==> src/rtl/ps2_key_event_decoder.sv <==
// ps2_key_event_decoder
//   Purpose : pops raw PS/2 set-2 bytes from ps2_keyboard, parses E0/F0 prefixes,
//             tracks held key and left/right modifiers, filters typematic repeats,
//             and queues decoded key events in a show-ahead FIFO.
//   Ports   : clk/rst (async active-high); ps2_data/ps2_ready/ps2_nextdata_n byte
//             pop handshake; evt_* valid/ready event head; *_flag live modifiers;
//             key_count accepted makes; fifo_level occupancy; overflow/ovf_clr sticky drop.
//   Latency : byte accepted in T, parsed in T+1, event visible at FIFO head in T+2.
module ps2_key_event_decoder #(
   parameter int DEPTH         = 8,
   parameter int CNT_W         = 8,
   parameter bit FILTER_REPEAT = 1'b1
) (
   input  logic                       clk,
   input  logic                       rst,
   input  logic [7:0]                 ps2_data,
   input  logic                       ps2_ready,
   output logic                       ps2_nextdata_n,
   output logic                       evt_valid,
   input  logic                       evt_ready,
   output logic [7:0]                 evt_code,
   output logic                       evt_ext,
   output logic                       evt_break,
   output logic                       evt_shift,
   output logic                       evt_ctrl,
   output logic                       evt_alt,
   output logic                       shift_flag,
   output logic                       ctrl_flag,
   output logic                       alt_flag,
   output logic [CNT_W-1:0]           key_count,
   output logic [$clog2(DEPTH):0]     fifo_level,
   output logic                       overflow,
   input  logic                       ovf_clr
);

   localparam int AW = $clog2(DEPTH);

   typedef enum logic [1:0] {
      ST_IDLE    = 2'd0,
      ST_EXT     = 2'd1,
      ST_BRK     = 2'd2,
      ST_EXT_BRK = 2'd3
   } state_t;

   typedef struct packed {
      logic [7:0] code;
      logic       ext;
      logic       brk;
      logic       shift;
      logic       ctrl;
      logic       alt;
   } evt_t;

   // Modifier bit positions inside mod_q
   localparam int M_LSHIFT = 0;
   localparam int M_RSHIFT = 1;
   localparam int M_LCTRL  = 2;
   localparam int M_RCTRL  = 3;
   localparam int M_LALT   = 4;
   localparam int M_RALT   = 5;

   // ------------------------------------------------------------------
   // State
   // ------------------------------------------------------------------
   logic              pop_q,      pop_d;
   logic [7:0]        byte_q,     byte_d;
   state_t            state_q,    state_d;
   logic              held_vld_q, held_vld_d;
   logic [8:0]        held_q,     held_d;
   logic [5:0]        mod_q,      mod_d;
   logic [CNT_W-1:0]  count_q,    count_d;
   logic [AW-1:0]     wr_ptr_q,   wr_ptr_d;
   logic [AW-1:0]     rd_ptr_q,   rd_ptr_d;
   logic [AW:0]       level_q,    level_d;
   evt_t              last_q,     last_d;
   logic              ovf_q,      ovf_d;

   evt_t              mem_q [DEPTH];

   // ------------------------------------------------------------------
   // Byte capture: pop_q doubles as the "byte_q is fresh" marker and as the
   // pop strobe, so a new byte can never be taken while the strobe is low.
   // ------------------------------------------------------------------
   logic cap;

   always_comb begin
      cap    = ps2_ready && !pop_q;
      pop_d  = cap;
      byte_d = cap ? ps2_data : byte_q;
   end

   // ------------------------------------------------------------------
   // Parser
   // ------------------------------------------------------------------
   logic emit, emit_ext, emit_brk;

   always_comb begin
      state_d  = state_q;
      emit     = 1'b0;
      emit_ext = 1'b0;
      emit_brk = 1'b0;
      if (pop_q) begin
         unique case (state_q)
            ST_IDLE: begin
               if (byte_q == 8'hE0)      state_d = ST_EXT;
               else if (byte_q == 8'hF0) state_d = ST_BRK;
               else                      emit    = 1'b1;
            end
            ST_EXT: begin
               if (byte_q == 8'hF0)      state_d = ST_EXT_BRK;
               else if (byte_q == 8'hE0) state_d = ST_EXT;
               else begin
                  emit     = 1'b1;
                  emit_ext = 1'b1;
                  state_d  = ST_IDLE;
               end
            end
            ST_BRK: begin
               // E0 after F0 means we lost sync; restart as an extended code
               if (byte_q == 8'hF0)      state_d = ST_BRK;
               else if (byte_q == 8'hE0) state_d = ST_EXT;
               else begin
                  emit     = 1'b1;
                  emit_brk = 1'b1;
                  state_d  = ST_IDLE;
               end
            end
            ST_EXT_BRK: begin
               if (byte_q == 8'hF0)      state_d = ST_EXT_BRK;
               else if (byte_q == 8'hE0) state_d = ST_EXT;
               else begin
                  emit     = 1'b1;
                  emit_ext = 1'b1;
                  emit_brk = 1'b1;
                  state_d  = ST_IDLE;
               end
            end
            default: state_d = ST_IDLE;
         endcase
      end
   end

   // ------------------------------------------------------------------
   // Repeat filter, modifiers, key counter
   // ------------------------------------------------------------------
   logic [8:0] key;
   logic       held_hit;
   logic       suppress;
   logic       accept;
   logic [5:0] mod_mask;

   always_comb begin
      key      = {emit_ext, byte_q};
      held_hit = held_vld_q && (held_q == key);
      suppress = emit && !emit_brk && FILTER_REPEAT && held_hit;
      accept   = emit && !suppress;

      mod_mask = '0;
      unique case (key)
         9'h012:  mod_mask[M_LSHIFT] = 1'b1;
         9'h059:  mod_mask[M_RSHIFT] = 1'b1;
         9'h014:  mod_mask[M_LCTRL]  = 1'b1;
         9'h114:  mod_mask[M_RCTRL]  = 1'b1;
         9'h011:  mod_mask[M_LALT]   = 1'b1;
         9'h111:  mod_mask[M_RALT]   = 1'b1;
         default: mod_mask           = '0;
      endcase

      held_d     = held_q;
      held_vld_d = held_vld_q;
      mod_d      = mod_q;
      count_d    = count_q;
      if (accept) begin
         if (emit_brk) begin
            if (held_hit) held_vld_d = 1'b0;
            mod_d = mod_q & ~mod_mask;
         end else begin
            held_d     = key;
            held_vld_d = 1'b1;
            mod_d      = mod_q | mod_mask;
            count_d    = count_q + CNT_W'(1);
         end
      end
   end

   // ------------------------------------------------------------------
   // Event FIFO
   // ------------------------------------------------------------------
   evt_t new_evt;
   evt_t head;
   logic full, fifo_pop, push_ok, drop;

   always_comb begin
      new_evt.code  = byte_q;
      new_evt.ext   = emit_ext;
      new_evt.brk   = emit_brk;
      // snapshot is taken from the flops, i.e. before this event applies
      new_evt.shift = mod_q[M_LSHIFT] | mod_q[M_RSHIFT];
      new_evt.ctrl  = mod_q[M_LCTRL]  | mod_q[M_RCTRL];
      new_evt.alt   = mod_q[M_LALT]   | mod_q[M_RALT];

      full     = (level_q == (AW+1)'(DEPTH));
      fifo_pop = (level_q != '0) && evt_ready;
      // a pop in the same cycle frees a slot, so a full FIFO can still accept
      push_ok  = accept && (!full || fifo_pop);
      drop     = accept && full && !fifo_pop;

      wr_ptr_d = push_ok  ? wr_ptr_q + AW'(1) : wr_ptr_q;
      rd_ptr_d = fifo_pop ? rd_ptr_q + AW'(1) : rd_ptr_q;
      level_d  = level_q + {{AW{1'b0}}, push_ok} - {{AW{1'b0}}, fifo_pop};

      // when the FIFO drains, outputs keep showing the last popped entry
      last_d   = fifo_pop ? mem_q[rd_ptr_q] : last_q;
      head     = (level_q != '0) ? mem_q[rd_ptr_q] : last_q;

      if (drop)         ovf_d = 1'b1;
      else if (ovf_clr) ovf_d = 1'b0;
      else              ovf_d = ovf_q;
   end

   always_ff @(posedge clk) begin
      if (push_ok) mem_q[wr_ptr_q] <= new_evt;
   end

   always_ff @(posedge clk or posedge rst) begin
      if (rst) begin
         pop_q      <= 1'b0;
         byte_q     <= '0;
         state_q    <= ST_IDLE;
         held_vld_q <= 1'b0;
         held_q     <= '0;
         mod_q      <= '0;
         count_q    <= '0;
         wr_ptr_q   <= '0;
         rd_ptr_q   <= '0;
         level_q    <= '0;
         last_q     <= '0;
         ovf_q      <= 1'b0;
      end else begin
         pop_q      <= pop_d;
         byte_q     <= byte_d;
         state_q    <= state_d;
         held_vld_q <= held_vld_d;
         held_q     <= held_d;
         mod_q      <= mod_d;
         count_q    <= count_d;
         wr_ptr_q   <= wr_ptr_d;
         rd_ptr_q   <= rd_ptr_d;
         level_q    <= level_d;
         last_q     <= last_d;
         ovf_q      <= ovf_d;
      end
   end

   // ------------------------------------------------------------------
   // Outputs
   // ------------------------------------------------------------------
   always_comb begin
      ps2_nextdata_n = ~pop_q;
      evt_valid      = (level_q != '0);
      evt_code       = head.code;
      evt_ext        = head.ext;
      evt_break      = head.brk;
      evt_shift      = head.shift;
      evt_ctrl       = head.ctrl;
      evt_alt        = head.alt;
      shift_flag     = mod_q[M_LSHIFT] | mod_q[M_RSHIFT];
      ctrl_flag      = mod_q[M_LCTRL]  | mod_q[M_RCTRL];
      alt_flag       = mod_q[M_LALT]   | mod_q[M_RALT];
      key_count      = count_q;
      fifo_level     = level_q;
      overflow       = ovf_q;
   end

endmodule
==> config.mk <==
export PLATFORM = sky130hd
export DESIGN_NAME = ps2_key_event_decoder
export DESIGN_NICKNAME = d
export VERILOG_FILES = /design/src/rtl/ps2_key_event_decoder.sv
export SDC_FILE = /design/constraint.sdc
export NUM_CORES = 1
export LEC_CHECK = 0
export ABC_CLOCK_PERIOD_IN_PS = 3900
export BUFFER_PORTS_ARGS = -buffer_cell sky130_fd_sc_hd__buf_2
export CORE_ASPECT_RATIO = 0.8
export CORE_UTILIZATION = 42
export CTS_CLUSTER_SIZE = 25
export DETAILED_ROUTE_END_ITERATION = 10
export PLACE_DENSITY = 0.62
export REMOVE_ABC_BUFFERS = 1
export SKIP_LAST_GASP = 1
export SYNTH_ARGS = -nofsm -noshare
export SYNTH_HDL_FRONTEND = slang
export SYNTH_SLANG_ARGS = --single-unit
==> constraint.sdc <==
create_clock -name clk -period 3.9 [get_ports clk]
set_clock_uncertainty 0.15 [all_clocks]
set_input_delay 0.585 -clock clk [delete_from_list [all_inputs] [get_ports clk]]
set_output_delay 0.585 -clock clk [all_outputs]
set_load 0.01 [all_outputs]
==> metrics.txt, run 1 <==
max frequency 315 MHz; Avg WL per Cell 18.5 um; Final setup viols 0; layout cells sized above 1 0.315; H-Tree Depth 4; Post-CTS Setup Inserts 0; RePlAce Congestion 0.770; CP bufs+invs 2; nets 510; Post-synth EDFFs 104; Die Area 16900 um2; Hold Crit Class primary input to flip-flop; Leak 3.05 nW; Routed Antenna Nets 0; TritonCTS clock tree built; CP Capture Type flip-flop; routed wire length 13.2 mm; CP Cell Sequence inv_1 > ha_1 > or3b_2 > nand2_1 > a31oi_1 > nand2b_1 > buf_4 > o21ai_0 > ha_1 > fa_1 > xor2_1; Async SR Flop Fraction 0.362; Synth Warn # 0; Max-Cap Viols 0; crit path kind flip-flop to flip-flop; CP peak stage delay 0.73 ns; floorplan row count 41; required time of the critical path 4.05 ns; initial core utilization 0.432; Post-CTS Resized 0; Most common cell on crit path ha_1; crit start category flip-flop; crit share post-route 0.814; peak supply drop 0.323 mV; Ant. Diodes 0; grt ovf 0; overall power 5.66 mW; Synth Instances 431; via/cell ratio 5.24; First-pass DRT Iterations 5; Netlist Area Pre-Place 6870 um2; RSZ-0062 raised after global routing no; DRC viols 0; Final Hold Vio Count 0; post-synthesis sequential area ratio 0.669; Die Y 116 um; fin util 0.501; Clock Pin Slew Worst Setup and Hold Paths 0.07 ns; initial antenna violation count 0; Placed Cells 684; Post-Syn Area per Cell 15.9 um2; Final Slew Violations 0; Via Count 3754; IO Port Bufs 43; Design Area, Final 7960 um2; Clock Sinks 163; Post-CTS Hold Fix Bufs 0; total track usage 0.172; first-pass GRT wire length 21.5 mm; Rel. slew slack 0.337; Max Fanout on Critical Path 29; largest net degree at the start of global routing 45; DP Area 7430 um2; vias in the first global route 3889; DRT iter0 DRCs 212; delay-heaviest family, CP simple AND/OR/NAND/NOR gates; Netlist cell types 50; flops & latches, synth 163; post-detail-place hpwl 8.73 mm; root buffer cell clkbuf_16; Syn-to-layout area delta 15.9%; CTS buffer count 17; core region area 15900 um2; Worst Max-Slew Pin Slew 0.995 ns; Fin Hold WS 0.210 ns; Max Root-Sink Buffers 2; top_reg_cell synth edfxtp_1; Die W 145 um; power per cell area 711 nW/um2; status finished clean; Top Ports 44; Post-Layout Cell Count 716; Crit-path slowest cell or3b_2; Critical Path AT 3.33 ns; worst skew pair latency 0.42 ns; final worst path period need 3.17 ns
synth_stat cells (3+ instances only):
master	instances	share of area
a21oi_1	17	0.012
a31oi_1	3	0.0027
and3_1	3	0.0027
buf_1	3	0.0016
buf_2	4	0.0029
clkbuf_1	12	0.0066
dfrtp_1	59	0.21
edfxtp_1	104	0.45
ha_1	8	0.015
inv_1	11	0.0060
mux2_2	11	0.018
mux2_4	9	0.020
mux2i_1	13	0.019
mux4_2	26	0.085
nand2_1	27	0.015
nand3_1	8	0.0058
nand4_1	4	0.0036
nor2_1	22	0.012
nor3_1	4	0.0029
nor4b_1	5	0.0064
o21ai_0	20	0.015
or2_2	3	0.0027
xnor2_1	10	0.013
xor2_1	12	0.015
sequential cells by signal, summed over array words and instances (netlist names), named ones only:
| name | cells |
|---|---|
| rd_ptr_q | 3 |
| wr_ptr_q | 3 |
| pop_q | 1 |
| mem_q | 104 |
| last_q | 13 |
| held_vld_q | 1 |
| held_q | 9 |
| overflow | 1 |
| key_count | 8 |
| fifo_level | 4 |
| byte_q | 8 |
| state_q | 2 |
worst reg2reg max path: stages (launching register included):
cell	delay, ns
dfrtp_1	0.37
inv_1	0.11
ha_1	0.15
or3b_2	0.73
nand2_1	0.20
a31oi_1	0.12
nand2b_1	0.10
buf_4	0.21
o21ai_0	0.11
ha_1	0.24
fa_1	0.39
xor2_1	0.17
final cells by class:
class | count | area (um2)
Multi-Input combinational cell | 235 | 2160
Fill cell | 1359 | 7940
Inverter | 11 | 41.3
Tap cell | 215 | 269
Timing Repair Buffer | 60 | 355
Clock buffer | 18 | 429
Sequential cell | 163 | 4600
Clock inverter | 14 | 105
layout by cell type (no fill, tap or decap), types with 4 or more instances in the layout:
cell type     n
xor2_1       12
clkbuf_16    17
o21ai_0      20
mux2_2       11
inv_6         5
nand2_1      27
buf_4        16
clkinvlp_4    4
buf_2        43
inv_1        10
mux2_4        9
a21oi_1      17
nand4_1       4
nand3_1       8
mux4_2       26
dfrtp_1      59
edfxtp_1    104
mux2i_1      13
xnor2_1      10
nor2_1       22
ha_1          8
kinds of logic after synthesis:
| family | count (synthesis) | share of synthesized area |
|---|---|---|
| AOI/OAI and AO/OA | 48 | 0.0419 |
| buffers and inverters | 33 | 0.0222 |
| adders and majority gates | 9 | 0.0175 |
| DFF | 163 | 0.669 |
| xor gates and xnor gates | 22 | 0.0280 |
| and+or+nand+nor | 97 | 0.0790 |
| muxes | 59 | 0.142 |
final timing paths:
| kind | start | to | slack (ns) | depth (start not counted) |
|---|---|---|---|---|
| worst max register to register | fifo_level[2] | fifo_level[2] | 0.73 | 11 |
| max in group asynchronous | rst | last_q[4] | 2.57 | 3 |
| min in group asynchronous | rst | key_count[5] | 0.22 | 2 |
| worst max-delay path | fifo_level[2] | fifo_level[2] | 0.73 | 11 |
| worst min-delay path | ovf_clr | overflow | 0.21 | 2 |
| worst min register to register | key_count[7] | key_count[7] | 0.32 | 1 |
layer usage:
metal / wire length [um] / global-route usage / share of wire
met5: 0 / 0 / 0
met4: 127 / 0.0440 / 0.0096
met3: 931 / 0.0496 / 0.070
met2: 6260 / 0.279 / 0.47
met1: 5910 / 0.230 / 0.45
per-stage QoR:
step           worst slack (ns)  setup TNS [ns]
6_report                  0.725               0
5_1_grt                   0.489               0
4_1_cts                   0.688               0
3_5_place_dp              0.742               0
3_3_place_gp              0.812               0
2_1_floorplan            -0.337          -15.87
power breakdown:
group | internal (mW) | switching, mW | leakage, nW
clock network | 0.820 | 0.683 | 0.252
registers | 2.19 | 0.355 | 1.68
logic | 0.814 | 0.802 | 1.12
total | 3.82 | 1.84 | 3.05
(Power assumes the default switching activity.)
==> run 2: changes to the inputs <==
- ABC_AREA: default -> 1
- ABC_CLOCK_PERIOD_IN_PS: 3900 -> 3300
- PLACE_DENSITY: 0.62 -> 0.6
- clock period: 3.9 -> 3.3 ns (I/O delays scaled with it)
==> run 2 against run 1 <==
Compared with the run above: count of clock-buffer cells in the layout rose by 4; critical endpoint is now mem_q[3][5]; cell count rose by 32%; synthesized cell count rose by 55%; highest routed layer unchanged; core utilization rose by 0.57 points; largest cell class unchanged; flip-flop and latch count did not move.
==> metrics.txt, run 2 <==
status finished clean; main area contributors after synthesis edfxtp_1 (44%), dfrtp_1 (21%), o21ai_0 (6.9%); initial core utilization 0.438; Leak 3.27 nW; Clock Sinks 163; max reg flops 104; core region area 16100 um2; flops & latches, synth 163; Largest regs mem_q: 104 flops, last_q: 13 flops, held_q: 9 flops; crit share post-route 0.906; layout cells sized above 1 0.155; largest family of logic cells by synthesized area simple AND/OR/NAND/NOR gates; nets 737; Synth Instances 668; footprint of the multi-input gates 2140 um2; DRC viols 0; CP Capture Type flip-flop; Simple-Gate Fraction of Synth Area 0.167; first-pass GRT wire length 25.4 mm; Die Y 118 um; Top Ports 44; Rel. slew slack 0.540; Async SR Flop Fraction 0.362; vias in the first global route 4867; H-Tree Depth 4; clock power share 0.298; top_reg_cell synth edfxtp_1; TritonCTS clock tree built; Via Count 4892; Max Fanout on Critical Path 13; grt ovf 0; fin util 0.506; Net Sw Power 2.36 mW; Critical R2R Launch byte_q[7]; part of the power in combinational logic 0.295; Design Area, Final 8160 um2; post-detail-place hpwl 9.79 mm; initial antenna violation count 0; Post-CTS Setup Inserts 0; Max Root-Sink Buffers 2; post-synthesis compound-gate area fraction 0.106; CTS buffer count 17; Syn-to-layout area delta 15.7%; Post-Layout Cell Count 943; Ant. Diodes 0; final worst path period need 2.99 ns; Final Hold Vio Count 0; root buffer cell clkbuf_16; Synth Area in Adders 0.0170; cell-internal power 4.59 mW; Fillers 1430; post-synthesis sequential area ratio 0.652; RSZ-0062 raised after global routing no; total track usage 0.193; Routed Antenna Nets 0; Fin Hold WS 0.0199 ns; IO Port Bufs 43; DP Area 7540 um2; Clock Pin Slew Worst Setup and Hold Paths 0.06 ns; Final Slew Violations 0; Synth top area share 0.443; CP Cell Sequence nand2_2 > nor2_2 > o21ai_4 > nand3_4 > nand2_2 > nand4_1 > nand3_1 > nor2_1 > buf_4; CP bufs+invs 1; Most common cell on crit path nand2_2; crit path from byte_q[7]; largest register by flop count mem_q; largest net degree at the start of global routing 54; via/cell ratio 5.19; Netlist cell types 34; CP peak stage delay 0.66 ns; Post-CTS Resized 0; Critical Path AT 2.94 ns; Post-CTS Hold Fix Bufs 0; worst skew pair latency 0.42 ns; crit start category flip-flop; Seq pwr share 0.407; routed wire length 15.7 mm; Max-Cap Viols 0; storage element area 4600 um2; Post-synth EDFFs 104; most common cell in the synthesized netlist nand2_1; Synth Warn # 0; floorplan row count 41; Placed Cells 911; Setup TNS 0 ns; reg2reg end mem_q[3][5]; crit path kind flip-flop to flip-flop; Levels on crit path 9; required time of the critical path 3.25 ns; mux share of post-synthesis cell area 0; Post-Syn Area per Cell 10.6 um2; Netlist Area Pre-Place 7050 um2; delay-heaviest family, CP simple AND/OR/NAND/NOR gates; Reg2Reg Setup Slack 0.31 ns; DRT iter0 DRCs 374; Die Area 17300 um2; Final setup viols 0; RePlAce Congestion 0.917; largest area contributor in the netlist edfxtp_1; peak supply drop 0.456 mV; Sw Share 0.340; most frequent cells after synthesis nand2_1 (127), edfxtp_1 (104), o21ai_0 (97); commonest non-fill, non-tap cell in the layout nand2_1; Worst Max-Slew Pin Slew 0.689 ns; max frequency 335 MHz; most frequent cells in the layout nand2_1 (127), edfxtp_1 (104), o21ai_0 (97); First-pass DRT Iterations 5; Avg WL per Cell 16.7 um; Hold Crit Class primary input to async pin; CP endpoint mem_q[3][5]; XOR/XNOR share of the synthesized area 0.0137; Die W 147 um; Crit-path slowest cell dfrtp_1; R2R cell count 9; power per cell area 852 nW/um2
## run 2: cell count changes after synthesis, sizes merged, moves of 16 or more
cell and change:
nand2 +104, o21ai +87, nor2 +56, nand3 +39
inv +31, mux4 -26, mux2 -20, a21oi -16
## run 2: area by class of cell
class / instances / area share
flip-flops and latches: 163 / 0.564
multi-input cells: 428 / 0.262
clock buffers: 22 / 0.0569
repair buffers: 61 / 0.0445
well taps: 215 / 0.0330
inverters: 44 / 0.0206
clock inverters: 10 / 0.0192
## run 2: worst register-to-register path, cell delays in order (launching register included)
cell     delay (ns)
dfrtp_1        0.66
nand2_2        0.13
nor2_2         0.22
o21ai_4        0.10
nand3_4        0.11
nand2_2        0.07
nand4_1        0.32
nand3_1        0.40
nor2_1         0.22
buf_4          0.28
## run 2: worst min-delay path by stage
stage | start | to | slack (ns)
after floorplan | flip-flop | flip-flop | 0.28
after global placement | flip-flop | flip-flop | 0.30
after detailed placement | flip-flop | flip-flop | 0.31
after CTS | rst | fifo_level[0] | 0.04
after global routing | rst | fifo_level[0] | 0.07
final | rst | fifo_level[0] | 0.02
## run 2: power by group through the flow
stage	Clock (mW)	Combinational [mW]	Sequential, mW
after CTS	2.12	2.08	2.83
after detailed placement	0	2.07	2.87
after global placement	0	2.02	2.84
after floorplan	0	1.21	2.91
final	2.07	2.05	2.83
after global routing	2.19	2.33	2.88
## run 2: logic make-up (layout without fill, tap and decap cells)
group	Yosys count	count (layout)
AO/OA/AOI/OAI	134	134
XOR/XNOR	11	11
adder cells (fa/ha/maj)	9	9
buffers and inverters	77	137
flip-flops	163	163
AND/OR/NAND/NOR	274	274
## run 2: layer usage
layer	wire (um)	global-route usage	share of wire
met5	0	0	0
met4	131	0.0534	0.0083
met3	592	0.0492	0.038
met2	7430	0.310	0.47
met1	7550	0.258	0.48
## run 2: stage by stage
stage / setup slack, ns / total power, mW
floorplan: -0.148 / 4.11
global placement: 0.462 / 4.86
detailed placement: 0.380 / 4.94
CTS: 0.356 / 7.02
global route: 0.0937 / 7.41
finish: 0.311 / 6.95
==> run 3: changes to the inputs <==
- ABC_AREA: 1 -> 0
- HOLD_SLACK_MARGIN: default -> 0.03
==> run 3 against run 2 <==
Compared with the run above: core utilization is 0.15 points higher; critical path depth grew 1; register-to-register slack about the same; sequential power increased by 3%; maximum frequency hardly changed; clock power fell by 5%; count of clock-buffer cells in the layout fell by 4; non-clock buffer count up 7; cell count decreased by 23%; first-iteration DRC count is 30% lower; via count shrank 22%.
==> metrics.txt, run 3 (synthesized netlist as in run 1, its figures left out) <==
status finished clean; GRT busiest layer met2; via/cell ratio 5.26; Final Hold Vio Count 0; DP Area 7480 um2; required time of the critical path 3.46 ns; Top Ports 44; Die W 145 um; Placed Cells 691; Max-Cap Viols 0; nets 518; final worst path period need 2.99 ns; routed wire length 13.6 mm; GRT met2 Usage 0.297; peak supply drop 0.404 mV; Avg WL per Cell 18.9 um; Hold Crit Class primary input to flip-flop; total track usage 0.178; crit path from fifo_level[2]; initial antenna violation count 0; first-pass GRT wire length 22.1 mm; Final setup viols 0; Post-CTS Hold Fix Bufs 1; GRT met3 Usage 0.0355; Ant. Diodes 0; Syn-to-layout area delta 17.6%; overall power 6.90 mW; Largest regs mem_q: 104 flops, last_q: 13 flops, held_q: 9 flops; Net Sw Power 2.20 mW; worst skew pair latency 0.42 ns; Leak 3.13 nW; layout cells sized above 1 0.327; critical hold path startpoint ovf_clr; Post-CTS Resized 0; largest register by flop count mem_q; CP Capture Type flip-flop; met1 Use GR 0.236; Fillers 1359; H-Tree Depth 4; crit start category flip-flop; TritonCTS clock tree built; crit path kind flip-flop to flip-flop; Critical R2R Launch fifo_level[2]; DRC viols 0; RSZ-0062 raised after global routing no; Worst Max-Slew Pin Slew 0.902 ns; part of the power in combinational logic 0.292; most frequent cells in the layout edfxtp_1 (104), dfrtp_1 (59), buf_2 (43); root buffer cell clkbuf_16; Die Area 16900 um2; First-pass DRT Iterations 5; Via Count 3802; commonest non-fill, non-tap cell in the layout edfxtp_1; CTS buffer count 17; Critical Path AT 3.15 ns; Post-Layout Cell Count 723; Sw Share 0.319; initial core utilization 0.432; Post-CTS Setup Inserts 0; grt ovf 0; largest net degree at the start of global routing 30; core region area 15900 um2; Final Slew Violations 0; clock power share 0.286; Die Y 116 um; Rel. slew slack 0.394; Fin Hold WS 0.126 ns; RePlAce Congestion 0.785; cell-internal power 4.70 mW; vias in the first global route 4070; max reg flops 104; Clock Sinks 163; Max Fanout on Critical Path 28; fin util 0.508; IO Port Bufs 43; DRT iter0 DRCs 262; power per cell area 854 nW/um2; Design Area, Final 8080 um2; floorplan row count 41; Routed Antenna Nets 0; post-detail-place hpwl 8.87 mm; Clock Pin Slew Worst Setup and Hold Paths 0.06 ns; Max Root-Sink Buffers 2; Seq pwr share 0.422; max frequency 334 MHz; crit share post-route 0.906
==> run 3: cell count changes in the layout (fill, tap and decap cells not counted), moves of 11 or more <==
cell | previous run | this run
mux2i_1 | 0 | 13
a21oi_1 | 1 | 17
nor2_1 | 76 | 22
nand2_1 | 127 | 27
mux4_2 | 0 | 26
nand3_1 | 45 | 8
inv_1 | 31 | 10
mux2_2 | 0 | 11
o221ai_1 | 13 | 0
o21ai_0 | 97 | 20
o22ai_1 | 13 | 2
==> run 3: metrics by stage <==
step / setup TNS [ns] / setup slack (ns)
finish: 0 / 0.310
global route: 0 / 0.0600
CTS: 0 / 0.282
detailed placement: 0 / 0.306
global placement: 0 / 0.381
floorplan: -70.87 / -0.937
==> run 3: power by group through the flow <==
stage	clock, mW	combinational, mW	sequential (mW)
floorplan	0	1.21	3.01
global placement	0	2.03	2.93
detailed placement	0	2.06	2.95
CTS	2.01	2.06	2.91
global route	2.08	2.25	2.96
finish	1.97	2.01	2.91
==> run 3: critical path, stage by stage (launching register included) <==
cell and delay (ns):
dfrtp_1 0.38, inv_1 0.10, ha_1 0.15, or3b_2 0.46, buf_4 0.24, and2_1 0.23
o21ai_0 0.18, o21ai_0 0.18, ha_1 0.24, fa_1 0.39, xor2_1 0.18
==> run 3: per-layer routing <==
layer	share of wire	wire, um	vias up
met4	0.011	153	0
met5	0	0	-
met1	0.47	6430	1946
met3	0.042	571	17
met2	0.48	6490	82
li1	-	-	1757
==> run 3: area by class of cell <==
class | instances | area, um2 | area share
sequential | 163 | 4600 | 0.569
multi-input combinational | 235 | 2160 | 0.268
clock buffer | 18 | 439 | 0.0544
timing repair buffer | 68 | 418 | 0.0517
tap | 215 | 269 | 0.0333
clock inverter | 13 | 146 | 0.0181
inverter | 11 | 41.3 | 0.00511
==> run 3: final timing paths <==
path	to	slack, ns	cells after the start
setup / recovery	fifo_level[2]	0.31	10
hold / removal	overflow	0.13	2
setup reg to reg	fifo_level[2]	0.31	10
hold reg to reg	key_count[7]	0.32	1
max in group asynchronous	last_q[12]	1.72	4
min in group asynchronous	key_count[7]	0.53	3
